===== config.mk =====
export PLATFORM = sky130hd
export DESIGN_NAME = reg8_write_arbiter
export DESIGN_NICKNAME = d
export VERILOG_FILES = /design/src/rtl/reg8_arb_pkg.sv /design/src/rtl/rr_priority_picker.sv /design/src/rtl/reg8_write_arbiter.sv
export SDC_FILE = /design/constraint.sdc
export NUM_CORES = 1
export LEC_CHECK = 0
export ABC_AREA = 1
export CAP_MARGIN = 10
export CELL_PAD_IN_SITES_DETAIL_PLACEMENT = 0
export CELL_PAD_IN_SITES_GLOBAL_PLACEMENT = 2
export CORE_ASPECT_RATIO = 1.5
export CORE_UTILIZATION = 36
export CTS_CLUSTER_SIZE = 25
export DETAILED_ROUTE_END_ITERATION = 10
export DONT_BUFFER_PORTS = 1
export GPL_ROUTABILITY_DRIVEN = 0
export PLACE_DENSITY_LB_ADDON = 0.1
export SYNTH_ARGS = -nofsm -noshare
export SYNTH_HDL_FRONTEND = slang
export SYNTH_SLANG_ARGS = --single-unit

===== constraint.sdc =====
create_clock -name clk -period 8.6 [get_ports clk]
set_input_delay 2.58 -clock clk [delete_from_list [all_inputs] [get_ports clk]]
set_output_delay 2.58 -clock clk [all_outputs]
set_load 0.03 [all_outputs]

===== src/rtl/reg8_arb_pkg.sv =====
// Shared types and constants for the 8-bit register write arbiter.
package reg8_arb_pkg;

    localparam int unsigned REG_DATA_W = 8;

    // IDLE: round-robin arbitration; LOCKED: grant held by the burst owner.
    typedef enum logic {
        IDLE   = 1'b0,
        LOCKED = 1'b1
    } arb_state_e;

endpackage


===== src/rtl/rr_priority_picker.sv =====
// Combinational round-robin picker: grants the first set request found when
// scanning ptr_i, ptr_i+1, ... wrapping modulo N.
// Ports:
//   req_i  [N]      request vector
//   ptr_i  [PTR_W]  index with highest priority (must be < N)
//   gnt_o  [N]      one-hot grant, zero when no request
//   idx_o  [PTR_W]  index of the granted request (0 when none)
//   any_o           at least one request present
module rr_priority_picker #(
    parameter int unsigned N     = 4,
    parameter int unsigned PTR_W = (N > 1) ? $clog2(N) : 1
) (
    input  logic [N-1:0]     req_i,
    input  logic [PTR_W-1:0] ptr_i,
    output logic [N-1:0]     gnt_o,
    output logic [PTR_W-1:0] idx_o,
    output logic             any_o
);

    int unsigned j;

    // Scan from ptr_i; the first hit wins and later hits are ignored.
    always_comb begin
        gnt_o = '0;
        idx_o = '0;
        any_o = 1'b0;
        j     = 0;
        for (int unsigned k = 0; k < N; k++) begin
            j = (32'(ptr_i) + k) % N;
            if (!any_o && req_i[PTR_W'(j)]) begin
                any_o              = 1'b1;
                idx_o              = PTR_W'(j);
                gnt_o[PTR_W'(j)]   = 1'b1;
            end
        end
    end

endmodule


===== src/rtl/reg8_write_arbiter.sv =====
// Round-robin arbiter sharing one register-bank write port among N_REQ
// requesters, with locked bursts and a one-cycle registered write stage.
// Ports:
//   clk, rst      clock, asynchronous active-high reset
//   req_valid     per-requester write pending
//   req_addr      per-requester register address (slice i = requester i)
//   req_data      per-requester write data (slice i = requester i)
//   req_lock      per-requester: keep the grant after this beat
//   req_ready     one-hot grant (combinational); beat accepted on valid&ready
//   reg_we        one-hot register write enable, one cycle after accept
//   reg_wdata     write data, held between writes
//   err_oor       one-cycle pulse: accepted beat addressed beyond N_REG
//   busy_locked   arbiter is holding a locked grant
module reg8_write_arbiter
    import reg8_arb_pkg::*;
#(
    parameter int unsigned N_REQ  = 4,
    parameter int unsigned N_REG  = 8,
    parameter int unsigned ADDR_W = 3
) (
    input  logic                          clk,
    input  logic                          rst,
    input  logic [N_REQ-1:0]              req_valid,
    input  logic [N_REQ*ADDR_W-1:0]       req_addr,
    input  logic [N_REQ*REG_DATA_W-1:0]   req_data,
    input  logic [N_REQ-1:0]              req_lock,
    output logic [N_REQ-1:0]              req_ready,
    output logic [N_REG-1:0]              reg_we,
    output logic [REG_DATA_W-1:0]         reg_wdata,
    output logic                          err_oor,
    output logic                          busy_locked
);

    localparam int unsigned PTR_W = $clog2(N_REQ);

    arb_state_e              state_q, state_d;
    logic [PTR_W-1:0]        rr_ptr_q, rr_ptr_d;
    logic [PTR_W-1:0]        owner_q, owner_d;
    logic [N_REG-1:0]        reg_we_q, reg_we_d;
    logic [REG_DATA_W-1:0]   wdata_q, wdata_d;
    logic                    err_q, err_d;
    logic                    busy_q, busy_d;

    logic [N_REQ-1:0]        pick_req;
    logic [N_REQ-1:0]        pick_gnt;
    logic [PTR_W-1:0]        pick_idx;
    logic                    pick_any;

    logic [PTR_W-1:0]        gnt_idx;
    logic                    accept;
    logic [ADDR_W-1:0]       beat_addr;
    logic [REG_DATA_W-1:0]   beat_data;
    logic                    beat_lock;

    // The picker only sees requests while arbitrating freely.
    assign pick_req = (state_q == IDLE) ? req_valid : '0;

    rr_priority_picker #(
        .N     (N_REQ),
        .PTR_W (PTR_W)
    ) u_picker (
        .req_i (pick_req),
        .ptr_i (rr_ptr_q),
        .gnt_o (pick_gnt),
        .idx_o (pick_idx),
        .any_o (pick_any)
    );

    // Grant: picker result in IDLE, owner only (if valid) while LOCKED.
    always_comb begin
        req_ready = '0;
        gnt_idx   = pick_idx;
        accept    = pick_any;
        if (state_q == LOCKED) begin
            gnt_idx            = owner_q;
            accept             = req_valid[owner_q];
            req_ready[owner_q] = req_valid[owner_q];
        end else begin
            req_ready = pick_gnt;
        end
    end

    // Select the granted requester's beat.
    always_comb begin
        beat_addr = '0;
        beat_data = '0;
        beat_lock = 1'b0;
        for (int unsigned i = 0; i < N_REQ; i++) begin
            if (gnt_idx == PTR_W'(i)) begin
                beat_addr = req_addr[i*ADDR_W +: ADDR_W];
                beat_data = req_data[i*REG_DATA_W +: REG_DATA_W];
                beat_lock = req_lock[i];
            end
        end
    end

    // Next-state: arbitration pointer, lock ownership and the write stage.
    always_comb begin
        state_d  = state_q;
        rr_ptr_d = rr_ptr_q;
        owner_d  = owner_q;
        reg_we_d = '0;
        wdata_d  = wdata_q;
        err_d    = 1'b0;
        if (accept) begin
            for (int unsigned r = 0; r < N_REG; r++) begin
                reg_we_d[r] = (beat_addr == ADDR_W'(r));
            end
            // No enable bit matched: address lies beyond the bank.
            err_d    = ~(|reg_we_d);
            wdata_d  = beat_data;
            rr_ptr_d = (gnt_idx == PTR_W'(N_REQ - 1)) ? '0 : gnt_idx + 1'b1;
            if (beat_lock) begin
                state_d = LOCKED;
                owner_d = gnt_idx;
            end else begin
                state_d = IDLE;
            end
        end
        busy_d = (state_d == LOCKED);
    end

    // State and output registers.
    always_ff @(posedge clk or posedge rst) begin
        if (rst) begin
            state_q  <= IDLE;
            rr_ptr_q <= '0;
            owner_q  <= '0;
            reg_we_q <= '0;
            wdata_q  <= '0;
            err_q    <= 1'b0;
            busy_q   <= 1'b0;
        end else begin
            state_q  <= state_d;
            rr_ptr_q <= rr_ptr_d;
            owner_q  <= owner_d;
            reg_we_q <= reg_we_d;
            wdata_q  <= wdata_d;
            err_q    <= err_d;
            busy_q   <= busy_d;
        end
    end

    assign reg_we      = reg_we_q;
    assign reg_wdata   = wdata_q;
    assign err_oor     = err_q;
    assign busy_locked = busy_q;

endmodule


==> impl_metrics.env <==
export IMPL_synth_cells=263
export IMPL_first_pass_iters=4
export IMPL_syn_area_sq_um=1940
export IMPL_ys_types=35
export IMPL_avgSynthCellArea_sq_um=7.36
export IMPL_drt_iter0_markers=83
export IMPL_portBuffers=0
export IMPL_grt_max_degree=23
export IMPL_die_w_um=61.9
export IMPL_layout_common_cells="nand2_1, nand3_1, nor2_1"
export IMPL_multi_input_area_sq_um=1200
export IMPL_r2r_cells=16
export IMPL_grt_use_total_pct=19.0
export IMPL_route_detailed_drc=0
export IMPL_cts_setup_buffers=0
export IMPL_drt_met1_wl_um=1900
export IMPL_fin_nets=319
export IMPL_async_flop_share_pct=100
export IMPL_slew_violations=0
export IMPL_dp_cells=320
export IMPL_yosysWarnings=0
export IMPL_crit_cells=5
export IMPL_clk_pin_slew_ps=80
export IMPL_cts_resized=0
export IMPL_clock_fmax_mhz=154
export IMPL_startpoint_type="input port"
export IMPL_row_count=32
export IMPL_period_minus_slack_ps=6480
export IMPL_maxSlewHeadroom_pct=43.2
export IMPL_synth_nets=325
export IMPL_crit_slowest_cell="o221ai_1"
export IMPL_wl_um=5120
export IMPL_rsz0062_at_grt="false"
export IMPL_hold_depth=2
export IMPL_grt_pass1_wl_um=8010
export IMPL_post_route_period_util_pct=75.4
export IMPL_fin_setup_tns_ps=0
export IMPL_nFillCells=568
export IMPL_cp_top_family="simple AND/OR/NAND/NOR gates"
export IMPL_end_kind="output port"
export IMPL_die_area_sq_um=5680
export IMPL_synth_edff_count=0
export IMPL_worstMarginPinSlew_ps=852
export IMPL_cts_root_buf="clkbuf_8"
export IMPL_clk_latency_ps=260
export IMPL_r2r_slack_ps=4800
export IMPL_final_common_cell="nand2_1"
export IMPL_h_tree_depth=1
export IMPL_crit_arrival_ps=3900
export IMPL_dpl_hpwl_um=4100
export IMPL_slowest_delay_ps=630
export IMPL_cts_hold_buf=0
export IMPL_antenna_left=0
export IMPL_finalSetupViolations=0
export IMPL_syn_to_final_growth_pct=3.17
export IMPL_ys_seq_area_share_pct=28.4
export IMPL_regArea_sq_um=551
export IMPL_hold_viol=0
export IMPL_worstPathMaxFanout=11
export IMPL_core_sq_um=5160
export IMPL_ys_flop_type="dfrtp_1"
export IMPL_status="completed"
export IMPL_routedWlPerCell_um=15.8
export IMPL_io_pin_count=76
export IMPL_start_util_pct=37.5
export IMPL_min_path_type="reg -> reg"
export IMPL_cts_num_sinks=22
export IMPL_cts_tree="built"
export IMPL_grt_pass1_vias=1752
export IMPL_wl_met2_um=2910
export IMPL_stdcell_count=324
export IMPL_cts_made_buffers=3
export IMPL_diodes=0
export IMPL_drive_gt1_share_pct=17.2
export IMPL_antenna_found_initial=0
export IMPL_crit_chain="nand3_1, nand3_1, nand2_2, nand4_1, o221ai_1"
export IMPL_gr_total_overflow=0
export IMPL_dieHeight_um=91.8
export IMPL_viasPerCell=5.27
export IMPL_clk_path_buf_depth=2
export IMPL_finClkSkew_ps=3.82
export IMPL_wl_met3_um=253
export IMPL_holdWs_ps=585
export IMPL_required_ps=6020
export IMPL_crit_type="in -> out"
export IMPL_highest_layer="met4"
export IMPL_synth_seq_cells=22
export IMPL_drv_cap=0
export IMPL_vias=1707
export IMPL_timing_critical_path_mode_cell="nand3_1"
export IMPL_crit_buf_inv=0
[cell type report]
class / count / area share (%)
clock buffers: 3 / 2.07
flip-flops and latches: 22 / 27.6
well taps: 68 / 4.26
inverters: 24 / 4.76
clock inverters: 1 / 1.50
multi-input cells: 206 / 59.9
[routing by layer]
layer | up-vias | track usage, %
li1 | 863 | -
met1 | 782 | 19.5
met2 | 58 | 37.4
met3 | 4 | 2.96
met4 | 0 | 4.44
met5 | - | 0
[cell usage after synthesis, types with 2 or more instances]
master,number,area share (%)
o221ai_1,3,1.4
nand2_1,63,12
nor2_4,2,1.2
nand3_1,31,8.0
a21oi_1,15,3.9
dfrtp_1,22,28
clkbuf_1,4,0.77
nand2_2,11,3.6
nor2_1,23,4.5
o211ai_2,8,5.2
inv_1,19,3.7
nand3_4,3,2.7
o21ai_0,14,3.6
buf_6,3,1.7
nand3_2,7,3.6
ha_1,8,5.2
nand4_1,5,1.6
nor3_1,2,0.52
a22oi_1,2,0.77
inv_2,3,0.58
[tightest hold or removal path: cells and delay by family, from the launching register on]
family / cells / cell delay [ps]
DFF: 1 / 430
and+or+nand+nor: 2 / 130
[path summary, 6_finish.rpt]
check	start	to
setup reg to reg	rr_ptr_q[0]	busy_locked
min in group asynchronous	rst	reg_we[7]
setup / recovery	req_valid[1]	req_ready[3]
hold reg to reg	owner_q[1]	owner_q[1]
hold / removal	owner_q[1]	owner_q[1]
max in group asynchronous	rst	reg_wdata[7]
[per-stage QoR]
stage	worst slack [ps]	cell area (sq um)	util, %
6_report	2120	2000	38.7
3_5_place_dp	2120	1930	37.3
2_1_floorplan	2290	1940	-
5_1_grt	1970	2000	38.7
4_1_cts	2120	2000	38.7
3_3_place_gp	2160	1930	37.3
[cells by family after synthesis]
family | synth area share (%)
AND/OR/NAND/NOR | 39.1
AO/OA/AOI/OAI | 17.3
buffers and inverters | 9.82
flip-flops | 28.4
adder cells (fa/ha/maj) | 5.17
other | 0.194
[flip-flops by register name, indices dropped and copies added, names as in the netlist]
name / count
owner_q: 2
rr_ptr_q: 2
err_oor: 1
reg_we: 8
reg_wdata: 8
busy_locked: 1
Power is not shown: default switching activity piles up to over one toggle a cycle in this logic, so the estimate is an artifact.
